`config.mk`:
```
export PLATFORM = sky130hd
export DESIGN_NAME = poly_voice_allocator
export DESIGN_NICKNAME = d
export VERILOG_FILES = /design/src/rtl/music_pkg.sv /design/src/rtl/voice_slot.sv /design/src/rtl/poly_voice_allocator.sv
export SDC_FILE = /design/constraint.sdc
export NUM_CORES = 1
export LEC_CHECK = 0
export BUFFER_PORTS_ARGS = -buffer_cell sky130_fd_sc_hd__buf_2
export CORE_MARGIN = 2
export CORE_UTILIZATION = 30
export DETAILED_ROUTE_END_ITERATION = 16
export GPL_TIMING_DRIVEN = 0
export PLACE_DENSITY = 0.54
export SYNTH_ARGS = -nofsm -noshare
export SYNTH_HDL_FRONTEND = slang
export SYNTH_SLANG_ARGS = --single-unit
export TNS_END_PERCENT = 30
```
`constraint.sdc`:
```
create_clock -name clk -period 9.4 [get_ports clk]
set_clock_uncertainty 0.15 [all_clocks]
set_input_delay 0.47 -clock clk [delete_from_list [all_inputs] [get_ports clk]]
set_output_delay 0.47 -clock clk [all_outputs]
set_load 0.05 [all_outputs]
```
`src/rtl/music_pkg.sv`:
```
// Shared constants for the music player datapath: beat rate, default widths
// and the saturation limits of a signed sample.
package music_pkg;

    localparam int BEAT_HZ        = 48;
    localparam int DEF_NUM_VOICES = 3;
    localparam int DEF_NOTE_W     = 6;
    localparam int DEF_DUR_W      = 6;
    localparam int DEF_SAMPLE_W   = 18;

    function automatic int sat_max(input int sample_w);
        return (1 << (sample_w - 1)) - 1;
    endfunction

    function automatic int sat_min(input int sample_w);
        return -(1 << (sample_w - 1));
    endfunction

endpackage

```
`src/rtl/voice_slot.sv`:
```
// One voice: note register plus a beat-driven duration counter.
// A load always wins over a tick, so a freshly loaded voice keeps its full duration.
module voice_slot
    import music_pkg::*;
#(
    parameter int NOTE_W = DEF_NOTE_W,
    parameter int DUR_W  = DEF_DUR_W
) (
    input  logic              clk,
    input  logic              reset,
    input  logic              load_i,
    input  logic [NOTE_W-1:0] note_i,
    input  logic [DUR_W-1:0]  dur_i,
    input  logic              tick_i,
    output logic [NOTE_W-1:0] note_o,
    output logic [DUR_W-1:0]  count_o,
    output logic              active_o
);

    logic [NOTE_W-1:0] note_q, note_d;
    logic [DUR_W-1:0]  count_q, count_d;

    always_comb begin
        note_d  = note_q;
        count_d = count_q;
        if (load_i) begin
            note_d  = note_i;
            count_d = dur_i;
        end else if (tick_i && count_q != '0) begin
            count_d = count_q - DUR_W'(1);
        end
    end

    always_ff @(posedge clk) begin
        if (reset) begin
            note_q  <= '0;
            count_q <= '0;
        end else begin
            note_q  <= note_d;
            count_q <= count_d;
        end
    end

    assign note_o   = note_q;
    assign count_o  = count_q;
    assign active_o = (count_q != '0);

endmodule

```
`src/rtl/poly_voice_allocator.sv`:
```
// Polyphonic front end: places note requests onto a pool of voice slots
// (optionally stealing the shortest one) and mixes the active voices' samples.
module poly_voice_allocator
    import music_pkg::*;
#(
    parameter int NUM_VOICES = DEF_NUM_VOICES,
    parameter int NOTE_W     = DEF_NOTE_W,
    parameter int DUR_W      = DEF_DUR_W,
    parameter int SAMPLE_W   = DEF_SAMPLE_W,
    parameter bit STEAL      = 1'b1
) (
    input  logic                           clk,
    input  logic                           reset,
    input  logic                           play_enable,
    input  logic                           activate,
    input  logic                           beat,
    input  logic                           load_new_note,
    input  logic [NOTE_W-1:0]              note_to_load,
    input  logic [DUR_W-1:0]               duration,
    output logic                           load_accepted,
    output logic                           load_dropped,
    output logic [NUM_VOICES*NOTE_W-1:0]   voice_note,
    output logic [NUM_VOICES-1:0]          voice_active,
    output logic [NUM_VOICES-1:0]          voice_load,
    input  logic [NUM_VOICES*SAMPLE_W-1:0] voice_samples,
    input  logic                           samples_valid,
    output logic [SAMPLE_W-1:0]            mixed_sample,
    output logic                           mixed_valid,
    output logic                           all_done
);

    localparam int IDX_W = (NUM_VOICES > 1) ? $clog2(NUM_VOICES) : 1;
    localparam int SUM_W = SAMPLE_W + 3;
    localparam logic signed [SUM_W-1:0] SUM_MAX = SUM_W'(sat_max(SAMPLE_W));
    localparam logic signed [SUM_W-1:0] SUM_MIN = SUM_W'(sat_min(SAMPLE_W));
    localparam logic [SAMPLE_W-1:0]     OUT_MAX = SAMPLE_W'(sat_max(SAMPLE_W));
    localparam logic [SAMPLE_W-1:0]     OUT_MIN = SAMPLE_W'(sat_min(SAMPLE_W));

    logic [DUR_W-1:0]      count [NUM_VOICES];
    logic [NUM_VOICES-1:0] active;
    logic [NUM_VOICES-1:0] load_vec;
    logic                  tick;
    logic                  any_free, accept, drop;
    logic [IDX_W-1:0]      free_idx, steal_idx, target;

    logic signed [SUM_W-1:0] sum;
    logic [SAMPLE_W-1:0]     sat;

    logic [SAMPLE_W-1:0]   mixed_q, mixed_d;
    logic                  mixed_valid_q, mixed_valid_d;
    logic                  accepted_q, dropped_q;
    logic [NUM_VOICES-1:0] voice_load_q;

    assign tick = beat && activate && play_enable;

    // Freedom is judged on pre-edge counts: a voice expiring on this beat is still busy.
    always_comb begin
        any_free  = 1'b0;
        free_idx  = '0;
        steal_idx = '0;
        for (int i = NUM_VOICES - 1; i >= 0; i--) begin
            if (count[i] == '0) begin
                any_free = 1'b1;
                free_idx = IDX_W'(i);
            end
        end
        for (int i = 1; i < NUM_VOICES; i++) begin
            if (count[i] < count[steal_idx]) steal_idx = IDX_W'(i);
        end
        target   = any_free ? free_idx : steal_idx;
        accept   = load_new_note && (duration != '0) && (any_free || STEAL);
        drop     = load_new_note && !accept;
        load_vec = '0;
        if (accept) load_vec[target] = 1'b1;
    end

    generate
        for (genvar gi = 0; gi < NUM_VOICES; gi++) begin : g_voice
            voice_slot #(
                .NOTE_W (NOTE_W),
                .DUR_W  (DUR_W)
            ) u_slot (
                .clk      (clk),
                .reset    (reset),
                .load_i   (load_vec[gi]),
                .note_i   (note_to_load),
                .dur_i    (duration),
                .tick_i   (tick),
                .note_o   (voice_note[gi*NOTE_W +: NOTE_W]),
                .count_o  (count[gi]),
                .active_o (active[gi])
            );
        end
    endgenerate

    always_comb begin
        sum = '0;
        for (int i = 0; i < NUM_VOICES; i++) begin
            if (active[i]) sum = sum + SUM_W'($signed(voice_samples[i*SAMPLE_W +: SAMPLE_W]));
        end
        if (sum > SUM_MAX)      sat = OUT_MAX;
        else if (sum < SUM_MIN) sat = OUT_MIN;
        else                    sat = sum[SAMPLE_W-1:0];

        mixed_d       = mixed_q;
        mixed_valid_d = samples_valid;
        if (samples_valid) mixed_d = play_enable ? sat : '0;
    end

    always_ff @(posedge clk) begin
        if (reset) begin
            mixed_q       <= '0;
            mixed_valid_q <= 1'b0;
            accepted_q    <= 1'b0;
            dropped_q     <= 1'b0;
            voice_load_q  <= '0;
        end else begin
            mixed_q       <= mixed_d;
            mixed_valid_q <= mixed_valid_d;
            accepted_q    <= accept;
            dropped_q     <= drop;
            voice_load_q  <= load_vec;
        end
    end

    assign voice_active  = active;
    assign all_done      = ~|active;
    assign voice_load    = voice_load_q;
    assign load_accepted = accepted_q;
    assign load_dropped  = dropped_q;
    assign mixed_sample  = mixed_q;
    assign mixed_valid   = mixed_valid_q;

endmodule

```
After elaboration in Yosys (flattened, before gate mapping)
Cells that the tools add are included.
{"block": "op_classes", "shifts": 0, "muxes": 27, "n_div": 0, "eq_ne": 0, "reduce_logical": 21, "multipliers": 0, "n_addsub": 5, "bitwise_logic": 1, "magnitude_cmp": 7}
{"cell": "$mux W21", "count": 3}
{"cell": "$mux W18", "count": 3}
{"cell": "$mux W6", "count": 8}
{"cell": "$add A21 B18 Y21", "count": 2}
{"cell": "$reduce_bool A6 Y1", "count": 4}
{"cell": "$gt A21 B18 Y1 const B", "count": 1}
{"cell": "$lt A21 B18 Y1 const B", "count": 1}
{"cell": "$logic_not A6 Y1", "count": 3}
{"cell": "$sub A6 B1 Y6 const B", "count": 3}
{"cell": "$bmux W6 S2", "count": 1}
{"cell": "$lt A6 B6 Y1", "count": 2}
{"cell": "$mux W2", "count": 5}
{"cell": "$logic_and A1 B1 Y1", "count": 8}
{"cell": "$reduce_bool A2 Y1", "count": 3}
{"cell": "$mux W1", "count": 5}
{"cell": "$ge A3 B3 Y1 const B", "count": 1}
{"cell": "$lt A2 B3 Y1 const B", "count": 1}
{"cell": "$mux W3", "count": 1}
{"cell": "$not A2 Y3", "count": 1}
{"cell": "$reduce_or A3 Y1", "count": 1}
{"cell": "$demux W1 S2", "count": 1}
{"cell": "$ge A2 B1 Y1 const B", "count": 1}
{"cell": "$logic_not A1 Y1", "count": 2}
{"block": "totals", "memories": 0, "output_inout_bits": 46, "word_cells": 72, "romBits": 0, "ram_bits": 0, "latch_bits": 0, "reg_bits": 60, "input_bits": 73}

Logic depth before layout (Yosys ltp)
Gate-level depths: netlist of run 1.
{"block": "logic_depth", "ltp_word": 15, "mapped_depth": 29, "mapped_depth_nobuf": 27}

Hierarchy
From an unflattened synthesis of run 1, not the netlist that was laid out.
{"block": "hier_totals", "hier_cells": 733, "hier_area_um2": 5780.5}
{"mod": "poly_voice_allocator", "area_each_um2": 3971.3, "cells_per_inst": 532, "seq_area_each_um2": 480.5, "n_inst": 1}
{"mod": "voice_slot", "area_each_um2": 603.1, "cells_per_inst": 67, "seq_area_each_um2": 240.2, "n_inst": 3}

Worst setup path after synthesis of run 1
OpenSTA, ideal clock, no wires.
{"block": "synth_path", "path_kind": "register to register", "start": "register g_voice[0].u_slot.count_q[0]", "end": "register mixed_q[11], in the netlist mixed_sample[11]", "required_time_ps": 9181, "stages_incl_launch_ff": 28, "path_buffers": 3, "arrival_ps": 5651, "setup_ps": 69, "slack_ps": 3530, "synth_period_minus_slack_ps": 5870, "path_cell_list": "dfxtp_1 > inv_1 > ha_1 > nor3b_2 > nand2_1 > clkbuf_1 > clkbuf_1 > nand2_1 > inv_1 > ha_1 > a21o_1 > a31oi_1 > o2bb2ai_1 > a311o_1 > a21oi_1 > xor2_1 > a21oi_1 > ha_1 > a21o_1 > a221o_1 > o41ai_1 > o211ai_1 > xor2_1 > mux2i_1 > o311ai_1 > or3b_4 > buf_6 > o21ai_1"}
{"block": "synth_via", "elab_chain_cells": 10, "word_cells_on_any_way": 11, "cone_classes": "add/sub (2); order compare (2); mux (6); reduce/logical (1)"}
{"item": "start, declared", "line_no": "voice_slot.sv:21", "rtl": "logic [DUR_W-1:0] count_q, count_d;"}
{"item": "start signal, assigned", "line_no": "voice_slot.sv:40", "rtl": "count_q <= count_d;"}
{"item": "$reduce_bool A6 Y1 (*)", "line_no": "voice_slot.sv:46", "rtl": "assign active_o = (count_q != '0);"}
{"item": "net g_voice[0].u_slot.active_o", "line_no": "voice_slot.sv:17", "rtl": "output logic active_o"}
{"item": "$mux W21 (*)", "line_no": "poly_voice_allocator.sv:99", "rtl": "if (active[i]) sum = sum + SUM_W'($signed(voice_samples[i*SAMPLE_W +: SAMPLE_W]));"}
{"item": "$add A21 B18 Y21", "line_no": "poly_voice_allocator.sv:99"}
{"item": "$mux W21 (*)", "line_no": "poly_voice_allocator.sv:99"}
{"item": "$add A21 B18 Y21", "line_no": "poly_voice_allocator.sv:99"}
{"item": "$mux W21 (*)", "line_no": "poly_voice_allocator.sv:99"}
{"item": "$lt A21 B18 Y1", "line_no": "poly_voice_allocator.sv:102", "rtl": "else if (sum < SUM_MIN) sat = OUT_MIN;"}
{"item": "$mux W18", "line_no": "poly_voice_allocator.sv:102"}
{"item": "$mux W18 (*)", "line_no": "poly_voice_allocator.sv:101", "rtl": "if (sum > SUM_MAX) sat = OUT_MAX;"}
{"item": "$mux W18 (*)", "line_no": "poly_voice_allocator.sv:107", "rtl": "if (samples_valid) mixed_d = play_enable ? sat : '0;"}
{"item": "end signal, assigned", "line_no": "poly_voice_allocator.sv:118", "rtl": "mixed_q <= mixed_d;"}
{"item": "end, declared", "line_no": "poly_voice_allocator.sv:49", "rtl": "logic [SAMPLE_W-1:0] mixed_q, mixed_d;"}
Mark *: on every way through the listed nets, which the timed path passes. The rest lies on a longest branch.
A chain may end at the register's enable or synchronous reset.

Final worst setup path of run 1
{"block": "layout_path", "start": "register g_voice[0].u_slot.count_q[0]", "end": "register mixed_q[13], in the netlist mixed_sample[13]"}
The elaborated chain is that of the path after synthesis.

==> results of run 1 <==
-- registers in the layout, indices dropped and copies added, names as in the netlist --
name and count:
g_voice.u_slot.count_o 18, g_voice.u_slot.note_o 18, load_accepted 1, load_dropped 1, mixed_sample 18, mixed_valid 1, voice_load 3
-- how the worst min path moves through the flow --
stage	start	endpoint	slack [ps]	cells past startpoint
CTS	note_to_load[5]	g_voice[2].u_slot.note_o[5]	250	3
global placement	mixed_sample[5]	mixed_sample[5]	290	2
global route	note_to_load[5]	g_voice[2].u_slot.note_o[5]	260	3
finish	note_to_load[5]	g_voice[2].u_slot.note_o[5]	250	3
detailed placement	mixed_sample[10]	mixed_sample[10]	290	2
floorplan	g_voice[1].u_slot.count_o[1]	g_voice[1].u_slot.count_o[1]	410	2
-- layer usage --
| layer | vias up | routed length (microns) | share of wire [%] | global-route usage (%) |
|---|---|---|---|---|
| li1 | 2892 | - | - | - |
| met1 | 2547 | 8920 | 51 | 26.4 |
| met2 | 133 | 7500 | 43 | 26.7 |
| met3 | 19 | 800 | 4.6 | 2.56 |
| met4 | 0 | 288 | 1.6 | 5.00 |
| met5 | - | 0 | 0 | 0 |
-- cell usage after synthesis (all sizes together) (3+ instances only) --
| master | n | area, sq um |
|---|---|---|
| xnor2 | 24 | 210 |
| buf | 16 | 104 |
| nor3b | 4 | 35.0 |
| xor2 | 19 | 166 |
| nor2b | 6 | 37.5 |
| a21boi | 3 | 30.0 |
| nand3 | 18 | 90.1 |
| and3 | 7 | 43.8 |
| nand2 | 73 | 274 |
| a21o | 16 | 121 |
| clkbuf | 18 | 67.6 |
| and4 | 3 | 26.3 |
| a221o | 4 | 40.0 |
| o31ai | 5 | 56.3 |
| inv | 32 | 123 |
| a211oi | 30 | 235 |
| nand4 | 8 | 50.1 |
| o21ai | 50 | 273 |
| and2 | 14 | 87.6 |
| a311oi | 3 | 26.3 |
| ha | 51 | 638 |
| mux2 | 3 | 33.8 |
| o21bai | 4 | 30.0 |
| a31oi | 4 | 25.0 |
| mux2i | 23 | 230 |
| nor3 | 19 | 95.1 |
| nor2 | 71 | 272 |
| dfxtp | 60 | 1200 |
| a211o | 6 | 52.6 |
| a21oi | 69 | 349 |
| nor4 | 4 | 25.0 |
| o21a | 6 | 45.0 |
| o211ai | 10 | 80.1 |
| nand2b | 5 | 31.3 |
-- metrics by stage --
stage | setup WS, ps | util (%) | area, sq um | cells | hold WS (ps)
2_1_floorplan | 3530 | - | 5570 | 722 | 408
5_1_grt | 1470 | 37.1 | 6720 | 1084 | 261
6_report | 2090 | 37.1 | 6720 | 1084 | 253
4_1_cts | 2130 | 37.1 | 6720 | 1084 | 247
3_3_place_gp | 2220 | 35.6 | 6440 | 1068 | 285
3_5_place_dp | 2180 | 35.6 | 6440 | 1068 | 286
-- final cells by class --
cell class              count  area (sq um)
inverters                  32           123
multi-input cells         594          4050
plain buffers              36           190
fillers                  1927         11400
clock buffers               9           225
repair buffers            117           586
clock inverters             7          51.3
flip-flops and latches     60          1200
well taps                 229           287
-- logic make-up (layout without fill, tap and decap cells) --
kind of cell,count (synthesis),in the layout,synth area share [%]
AO/OA/AOI/OAI,231,231,28.5
AND/OR/NAND/NOR,240,240,20.4
XOR/XNOR,43,43,6.76
flip-flops,60,60,21.6
buffers and inverters,68,201,5.62
multiplexers,26,26,4.74
adder cells (fa/ha/maj),54,54,12.4
-- worst reg2reg max path, cell delays in order (launching register included) --
cell	delay, ps
sky130_fd_sc_hd__dfxtp_1	340
sky130_fd_sc_hd__inv_1	110
sky130_fd_sc_hd__ha_1	240
sky130_fd_sc_hd__nor3b_2	470
sky130_fd_sc_hd__nand2_1	180
sky130_fd_sc_hd__clkbuf_1	300
sky130_fd_sc_hd__clkbuf_1	340
sky130_fd_sc_hd__nand2_1	140
sky130_fd_sc_hd__inv_1	70
sky130_fd_sc_hd__ha_1	360
sky130_fd_sc_hd__a21o_1	210
sky130_fd_sc_hd__a31oi_1	490
sky130_fd_sc_hd__o2bb2ai_1	150
sky130_fd_sc_hd__a311o_1	350
sky130_fd_sc_hd__a21oi_1	180
sky130_fd_sc_hd__xor2_1	80
sky130_fd_sc_hd__a21oi_1	330
sky130_fd_sc_hd__ha_1	360
sky130_fd_sc_hd__a21o_1	200
sky130_fd_sc_hd__a221o_1	320
sky130_fd_sc_hd__o41ai_1	240
sky130_fd_sc_hd__o211ai_1	150
sky130_fd_sc_hd__xor2_1	150
sky130_fd_sc_hd__mux2i_1	130
sky130_fd_sc_hd__o311ai_1	470
sky130_fd_sc_hd__or3b_4	460
sky130_fd_sc_hd__buf_6	160
sky130_fd_sc_hd__o21ai_1	120
==> key figures, run 1 <==
Critical path
  • Critical Path Sink: mixed_sample[13]
  • Cell mode on critical path: sky130_fd_sc_hd__ha_1
  • Launch point of the worst path: g_voice[0].u_slot.count_o[0]
  • Slowest CP cell: sky130_fd_sc_hd__a31oi_1
  • Buffers and inverters on the worst path: 5
  • Register-to-register setup slack: around 2100 ps
  • Cell family contributing the most delay on the critical path: compound AO/OA/AOI/OAI gates
  • Type of origin of the critical path: register
  • Startpoint-to-endpoint class of the critical path: register to register
  • Critical path required time: around 9500 ps
  • Reg2reg start: g_voice[0].u_slot.count_o[0]
  • Endpoint kind of the worst setup timing path: register
  • Worst Path Max Fanout: 10
  • Max stage delay on crit path: ~500 ps
  • Terminus of the critical flop-to-flop path: mixed_sample[13]
  • Number of stages on the worst setup path: 27
  • Critical path arrival: ~7400 ps
  • Path depth of the worst reg2reg path: 27

Layout
  • Most frequent cells in the layout: sky130_fd_sc_hd__buf_2, sky130_fd_sc_hd__nand2_1, sky130_fd_sc_hd__nor2_1
  • Nets@finish: between 900 and 1,000
  • Count of antenna diodes in the layout: 0
  • Share of post-route cells with drive strength above 1: between 20% and 30%
  • Most common library cell in the layout ignoring fill and taps: sky130_fd_sc_hd__buf_2
  • Synthesis-to-finish area growth: 20.6%

Routing
  • Aggregate routed wire length: between 15 and 20 mm
  • Routed len/inst: 16.2 microns
  • Initial DRT Pass Iterations: 5
  • Via count: 5,591
  • Vias per inst: 5.16
  • Drt initial violations: 291
  • Number of nets still failing antenna checks after routing: 0
  • DRC violations left: 0

Die
  • Chip Width: approximately 140 microns
  • Core area: approximately 0.018 sq mm
  • Count of pins on the block boundary: approximately 120
  • Full die area: approximately 0.020 sq mm
  • Initial Utilization: a little under a third
  • Die outline height: around 140 microns
  • Num rows: 49

STA
  • Actual slew at the worst max-slew pin: roughly 950 ps
  • Crit share post-route: 77.8%
  • Setup repair after global routing missed its margin: no
  • Final count of hold timing violations: 0
  • Slew Limit Headroom: 36.8%
  • Fin crit period: approximately 7300 ps
  • Sum Neg Setup Slack: 0 ps
  • Final Max Slew Viols: 0
  • Number of endpoints failing setup at the final stage: 0
  • Maximum clock frequency: roughly 140 MHz

CTS
  • Number of H-tree branching levels: 3
  • CTS Root Cell: sky130_fd_sc_hd__clkbuf_16
  • TritonCTS clock tree: built
  • Clock sink count: 60
  • Maximum count of clock buffers along a single path: 2
  • Number of buffers inserted for hold repair after clock tree synthesis: 0
  • Post_cts resized: 0
  • Clk pin slew, worst setup/hold paths: ~60 ps
  • Clk Latency, worst-skew pair: 330 ps
  • Number of buffers created by CTS: 9
  • Setup Buffers After CTS: 0

Outcome
  • Outcome: completed

Synth
  • Dominant synthesized flop cell: sky130_fd_sc_hd__dfxtp_1
  • Warnings from Yosys: 0
  • Syn Inst Count: 722
  • Mapped Area: 0.00557 sq mm
  • Yosys reg bits: 60
  • Proportion of synthesized flip-flops having asynchronous set or reset: 0%
  • Average cell area after synthesis: just under 8 sq um
  • Number of flops mapped to enable cells by yosys: 0
  • Count of cell types in the netlist: between 70 and 80
  • Sequential share of the synthesized area: between 20 and 25%
  • Mapped Nets: about 850

Placement
  • Quantity of I/O buffers inserted on ports: about 120
  • Half-perimeter wire length after placement: approximately 14 mm
  • RePlAce Congestion: approximately 0.87

Global routing
  • Number of global-route vias before repair: around 5,100
  • Maximum number of pins on one net before global-route repair: 13
  • Wire length of the first global-routing pass: approximately 28 mm
  • Number of antenna violations at the first check in global routing: 0
  • GR Util All Layers: about 18%
  • Total congestion overflow after global routing: 0

Flow run
  • Maximum Capacitance Violations: 0

Hold path
  • Type of the most critical hold path: primary input to register
Power of run 1 is not shown: default switching activity piles up to over one toggle a cycle in this logic, so the estimate is an artifact.
==> run 2, diff against run 1 <==
--- a/config.mk
+++ b/config.mk
@@ -10,7 +10,7 @@
 export CORE_UTILIZATION = 30
 export DETAILED_ROUTE_END_ITERATION = 16
 export GPL_TIMING_DRIVEN = 0
-export PLACE_DENSITY = 0.54
+export PLACE_DENSITY = 0.56
 export SYNTH_ARGS = -nofsm -noshare
 export SYNTH_HDL_FRONTEND = slang
 export SYNTH_SLANG_ARGS = --single-unit
==> constraint.sdc (replaced) <==
create_clock -name clk -period 6.3 [get_ports clk]
set_clock_uncertainty 0.15 [all_clocks]
set_input_delay 0.315 -clock clk [delete_from_list [all_inputs] [get_ports clk]]
set_output_delay 0.315 -clock clk [all_outputs]
set_load 0.05 [all_outputs]
==> run 2 against run 1 <==
  * Register-to-register slack worse by 1800 ps
  * Utilization up 1.8 points
  * Design area grew 4.8%
  * First-iteration DRC count is 39% higher
  * Sequential share of layout area is 0.82 points lower
==> key figures, run 2 (same netlist as run 1, synthesis figures left out) <==
Critical path
  • Startpoint-to-endpoint class of the critical path: register to register
  • Critical path arrival: approximately 6100 ps
  • Max stage delay on crit path: about 450 ps
  • Launch point of the worst path: g_voice[0].u_slot.count_o[0]
  • Type of origin of the critical path: register
  • Worst Path Max Fanout: 10
  • Endpoint kind of the worst setup timing path: register
  • Slowest CP cell: sky130_fd_sc_hd__or3b_4
  • Reg2reg start: g_voice[0].u_slot.count_o[0]
  • Critical path required time: around 6400 ps

STA
  • Maximum clock frequency: ~170 MHz
  • Fin crit period: around 6000 ps
  • Actual slew at the worst max-slew pin: ~980 ps
  • Final Max Slew Viols: 0
  • Slew Limit Headroom: between 30% and 40%
  • Crit share post-route: 95.3%
  • Number of endpoints failing setup at the final stage: 0
  • Final count of hold timing violations: 0

Layout
  • Synthesis-to-finish area growth: 26.4%
  • Most frequent cells in the layout: sky130_fd_sc_hd__buf_2, sky130_fd_sc_hd__nand2_1, sky130_fd_sc_hd__nor2_1
  • Nets@finish: slightly below 1,000
  • Filler-free cell count of the finished design: ~1,100
  • Most common library cell in the layout ignoring fill and taps: sky130_fd_sc_hd__buf_2
  • Share of post-route cells with drive strength above 1: 25.1%

Global routing
  • GR Util All Layers: 17.4%
  • Number of antenna violations at the first check in global routing: 0
  • Wire length of the first global-routing pass: 27.6 mm
  • Number of global-route vias before repair: 5,230
  • Maximum number of pins on one net before global-route repair: 13
  • Total congestion overflow after global routing: 0

Routing
  • Routed len/inst: between 15 and 20 microns
  • Via count: ~5,700
  • DRC violations left: 0
  • Vias per inst: 5.21
  • Initial DRT Pass Iterations: 5
  • Number of nets still failing antenna checks after routing: 0
  • Drt initial violations: 405
  • Aggregate routed wire length: 17.8 mm

Die
  • Core area: about 0.018 sq mm
  • Initial Utilization: between 30% and 40%
  • Count of pins on the block boundary: ~120
  • Num rows: around 50
  • Die outline height: ~140 microns
  • Chip Width: 140 microns
  • Full die area: roughly 0.020 sq mm

Flow run
  • Maximum Capacitance Violations: 0

CTS
  • Clk Latency, worst-skew pair: about 330 ps
  • Maximum count of clock buffers along a single path: 2
  • Number of H-tree branching levels: 3
  • Clock sink count: 60
  • TritonCTS clock tree: built
  • CTS Root Cell: sky130_fd_sc_hd__clkbuf_16
  • Clk pin slew, worst setup/hold paths: about 60 ps
  • Number of buffers created by CTS: 9

Hold path
  • Hold Startpoint: note_to_load[4]
  • Type of the most critical hold path: primary input to register

Placement
  • Number of cells in the design after placement: ~1,100
  • Half-perimeter wire length after placement: about 14 mm
  • Quantity of I/O buffers inserted on ports: approximately 120
  • RePlAce Congestion: between 0.8 and 0.9

Outcome
  • Outcome: completed
-- run 2: layout make-up --
class                      instances  area (sq um)
inverter                          32           123
tap                              229           287
timing repair buffer             124           636
clock buffer                      10           229
sequential                        60          1200
multi-input combinational        594          4280
clock inverter                     6          88.8
fill                            1935         11000
buffer                            33           190
antenna                            2          5.00
-- run 2: worst paths after layout --
check | end | slack (ps) | cells past startpoint
setup / recovery | mixed_sample[9] | 300 | 25
hold / removal | g_voice[2].u_slot.note_o[4] | 100 | 3
setup reg to reg | mixed_sample[9] | 300 | 25
hold reg to reg | mixed_sample[12] | 290 | 2
-- run 2: worst max-delay path: cells and delay by family (launching register included) --
family	cells	cell delay, ps
AOI/OAI and AO/OA	9	2150
adders and majority gates	3	890
xor gates and xnor gates	2	350
DFF	1	340
muxes	1	120
buffers and inverters	3	480
and+or+nand+nor	7	1420
-- run 2: what timing repair did --
action | 4_1_cts | 5_1_grt
setup buffers | 1 | 6
gates cloned | 0 | 0
endpoints found under the setup margin | 18 | 17
hold buffers | 0 | 0
resized for setup | 18 | 34
pin swaps | 0 | 11
-- run 2: per-stage QoR --
step           utilization, %  setup slack, ps  setup TNS [ps]  area (sq um)  hold slack (ps)
2_1_floorplan               -              430               0          5570              293
3_3_place_gp             35.6             -867          -13550          6440              284
3_5_place_dp             35.6             -922          -14480          6440              290
4_1_cts                  37.8             35.8               0          6840             97.1
5_1_grt                  38.9            -25.1           -28.5          7040              119
6_report                 38.9              297               0          7040              105
-- run 2: routing by layer --
metal  track usage [%]  vias to the layer above  part of all wire (%)
li1                  -                     2886                     -
met1              25.0                     2647                    49
met2              27.0                      135                    44
met3              3.15                       14                   5.2
met4              4.41                        0                   1.2
met5                 0                        -                     0
Power of run 2 is left out for the same reason.
==> run 3, diff against run 2 <==
--- a/config.mk
+++ b/config.mk
@@ -5,13 +5,15 @@
 export SDC_FILE = /design/constraint.sdc
 export NUM_CORES = 1
 export LEC_CHECK = 0
+export ABC_AREA = 1
 export BUFFER_PORTS_ARGS = -buffer_cell sky130_fd_sc_hd__buf_2
 export CORE_MARGIN = 2
 export CORE_UTILIZATION = 30
 export DETAILED_ROUTE_END_ITERATION = 16
 export GPL_TIMING_DRIVEN = 0
-export PLACE_DENSITY = 0.56
+export PLACE_DENSITY = 0.55
 export SYNTH_ARGS = -nofsm -noshare
 export SYNTH_HDL_FRONTEND = slang
+export SYNTH_HIERARCHICAL = 1
 export SYNTH_SLANG_ARGS = --single-unit
 export TNS_END_PERCENT = 30
==> run 3 against run 2 <==
  * Via count up 15%
  * Flip-flop and latch count stayed put
  * Final cell count rose by 27%
  * Hold slack worse by 9.6 ps
  * First-iteration DRC count is 8.9% lower
  * Non-clock buffer count decreased by 15
  * Setup slack gained 520 ps
  * Highest routed layer unchanged
==> key figures, run 3 <==
Outcome
  • Outcome: completed

Hold path
  • Instance count along the most critical hold path: 3
  • Type of the most critical hold path: primary input to register
  • Hold Startpoint: note_to_load[4]

Global routing
  • Number of antenna violations at the first check in global routing: 0
  • Total congestion overflow after global routing: 0
  • Wire length of the first global-routing pass: roughly 30 mm
  • Maximum number of pins on one net before global-route repair: 13
  • GR Util All Layers: about 17%
  • Number of global-route vias before repair: a little under 6,000

Layout
  • Final Core Density: a little under two fifths
  • Synthesis-to-finish area growth: 20.6%
  • Final std cell area, no fill: between 0.007 and 0.008 sq mm
  • Most common library cell in the layout ignoring fill and taps: sky130_fd_sc_hd__nand2_1
  • Nets@finish: 1,243
  • Share of post-route cells with drive strength above 1: 19.1%
  • Most frequent cells in the layout: sky130_fd_sc_hd__nand2_1, sky130_fd_sc_hd__buf_2, sky130_fd_sc_hd__nor2_1

Synth
  • Warnings from Yosys: 6
  • Most common cell in the synthesized netlist: sky130_fd_sc_hd__nand2_1
  • Post-synthesis share of cell area spent on full adders, half adders and majority gates: approximately an eighth
  • Most frequent cells after synthesis: sky130_fd_sc_hd__nand2_1, sky130_fd_sc_hd__nor2_1, sky130_fd_sc_hd__inv_1, sky130_fd_sc_hd__o21ai_0
  • Count of cell types in the netlist: between 50 and 60
  • Number of flops mapped to enable cells by yosys: 0
  • Biggest area contributors in the synthesized netlist: sky130_fd_sc_hd__dfxtp_1, sky130_fd_sc_hd__nand2_1, sky130_fd_sc_hd__ha_1
  • Yosys reg bits: 60
  • Dominant synthesized flop cell: sky130_fd_sc_hd__dfxtp_1
  • Proportion of synthesized area in mux cells: 0.165%
  • Simple-gate share of the synthesized area: just under 40%
  • Average cell area after synthesis: between 6 and 7 sq um
  • Sequential share of the synthesized area: between 10% and 20%
  • Xor and xnor area share after synthesis: between 3 and 4%
  • Syn Inst Count: 986
  • Mapped Nets: approximately 1,100
  • Library cell occupying the most area in the post-synthesis netlist: sky130_fd_sc_hd__dfxtp_1
  • Largest family of logic cells by synthesized area: simple AND/OR/NAND/NOR gates
  • Area share of the largest cell type after synthesis: about a fifth
  • Mapped Area: approximately 0.0061 sq mm
  • Area fraction in compound gates after synthesis: around 16%
  • Proportion of synthesized flip-flops having asynchronous set or reset: 0%

CTS
  • Post_cts resized: 0
  • Clock sink count: 60
  • Number of buffers inserted for hold repair after clock tree synthesis: 0
  • Maximum count of clock buffers along a single path: 2
  • CTS Root Cell: sky130_fd_sc_hd__clkbuf_16
  • Clk pin slew, worst setup/hold paths: 60 ps
  • Setup Buffers After CTS: 0
  • Number of H-tree branching levels: 3
  • TritonCTS clock tree: built
  • Clk Latency, worst-skew pair: around 340 ps
  • Number of buffers created by CTS: 9

Critical path
  • Max stage delay on crit path: approximately 380 ps
  • Path depth of the worst reg2reg path: 34
  • Launch point of the worst path: g_voice[0].u_slot/count_o[0]
  • Reg2reg start: g_voice[0].u_slot/count_o[0]
  • Startpoint-to-endpoint class of the critical path: register to register
  • Cell mode on critical path: sky130_fd_sc_hd__nand2_1
  • Slowest CP cell: sky130_fd_sc_hd__fa_1
  • Worst Path Max Fanout: 19
  • Critical path required time: around 6400 ps
  • Type of origin of the critical path: register
  • Critical path arrival: between 5000 and 6000 ps
  • Endpoint kind of the worst setup timing path: register

Die
  • Initial Utilization: 30.8%
  • Core area: about 0.02 sq mm
  • Die outline height: approximately 150 microns
  • Num rows: between 50 and 60
  • Count of pins on the block boundary: between 100 and 150
  • Chip Width: around 150 microns
  • Full die area: 0.0214 sq mm

Routing
  • Vias per inst: approximately 4.7
  • Number of nets still failing antenna checks after routing: 0
  • DRC violations left: 0
  • Routed len/inst: approximately 14 microns
  • Aggregate routed wire length: about 19 mm
  • Drt initial violations: around 370
  • Initial DRT Pass Iterations: 5
  • Via count: approximately 6,500

Placement
  • Instance area at placement: roughly 0.0070 sq mm
  • Half-perimeter wire length after placement: 15.7 mm
  • RePlAce Congestion: between 0.8 and 0.9
  • Quantity of I/O buffers inserted on ports: approximately 120

STA
  • Maximum clock frequency: 182 MHz
  • Fin crit period: between 5000 and 6000 ps
  • Slew Limit Headroom: between 50 and 60%
  • Worst Hold Slack: approximately 95 ps
  • Final count of hold timing violations: 0
  • Final Max Slew Viols: 0
  • Crit share post-route: between 80 and 90%
  • Setup repair after global routing missed its margin: no
  • Sum Neg Setup Slack: 0 ps
  • Number of endpoints failing setup at the final stage: 0
  • Actual slew at the worst max-slew pin: about 700 ps

Flow run
  • Maximum Capacitance Violations: 0
[run 3: cell count changes after synthesis, moves of 12 or more]
| cell | before | now |
|---|---|---|
| sky130_fd_sc_hd__mux2i_1 | 23 | 1 |
| sky130_fd_sc_hd__a211oi_1 | 28 | 2 |
| sky130_fd_sc_hd__nor2_1 | 69 | 119 |
| sky130_fd_sc_hd__o21ai_0 | 38 | 84 |
| sky130_fd_sc_hd__a21o_1 | 15 | 1 |
| sky130_fd_sc_hd__a21oi_2 | 1 | 13 |
| sky130_fd_sc_hd__xnor2_1 | 24 | 8 |
| sky130_fd_sc_hd__nand2_2 | 0 | 21 |
| sky130_fd_sc_hd__inv_1 | 30 | 111 |
| sky130_fd_sc_hd__and2_1 | 14 | 1 |
| sky130_fd_sc_hd__nand2_1 | 73 | 260 |
| sky130_fd_sc_hd__nand3_1 | 18 | 57 |
[run 3: critical path: cells and delay by family (launching register included)]
family	cells	cell delay, ps
buffers and inverters	6	870
DFF	1	330
and+or+nand+nor	19	1870
AOI/OAI and AO/OA	5	910
adders and majority gates	4	1160
[run 3: kinds of logic (layout without fill, tap and decap cells)]
| kind of cell | count (synthesis) | count (layout) |
|---|---|---|
| muxes | 1 | 1 |
| other | 0 | 1 |
| DFF | 60 | 60 |
| AOI/OAI and AO/OA | 176 | 176 |
| xor gates and xnor gates | 20 | 20 |
| adders and majority gates | 56 | 56 |
| buffers and inverters | 141 | 274 |
| and+or+nand+nor | 532 | 532 |
[run 3: routing by layer]
metal  part of all wire (%)  GRT usage, %  vias up
met5                      0             0        -
met4                    1.8          5.39        0
met3                    4.3          2.56       21
met2                     42          26.5      134
met1                     52          25.3     2875
li1                       -             -     3477
[run 3: final cells by class]
cell class              count  area (sq um)
diodes                      1          2.50
well taps                 265           332
multi-input cells         785          4300
clock buffers               9           225
repair buffers            118           591
inverters                 116           439
clock inverters             7           101
flip-flops and latches     60          1200
plain buffers              24           118
fillers                  2261         12300
[run 3: worst paths after layout]
path	to	slack [ps]
worst max-delay path	mixed_sample[6]	820
worst max register to register	mixed_sample[6]	820
worst min-delay path	g_voice[2].u_slot/note_o[4]	100
worst min register to register	mixed_sample[10]	310
[run 3: stage by stage]
stage	instances	worst slack, ps
6_report	1385	820
5_1_grt	1384	137
3_3_place_gp	1369	486
3_5_place_dp	1369	499
4_1_cts	1385	458
2_1_floorplan	986	1310
Power of run 3 is left out for the same reason.
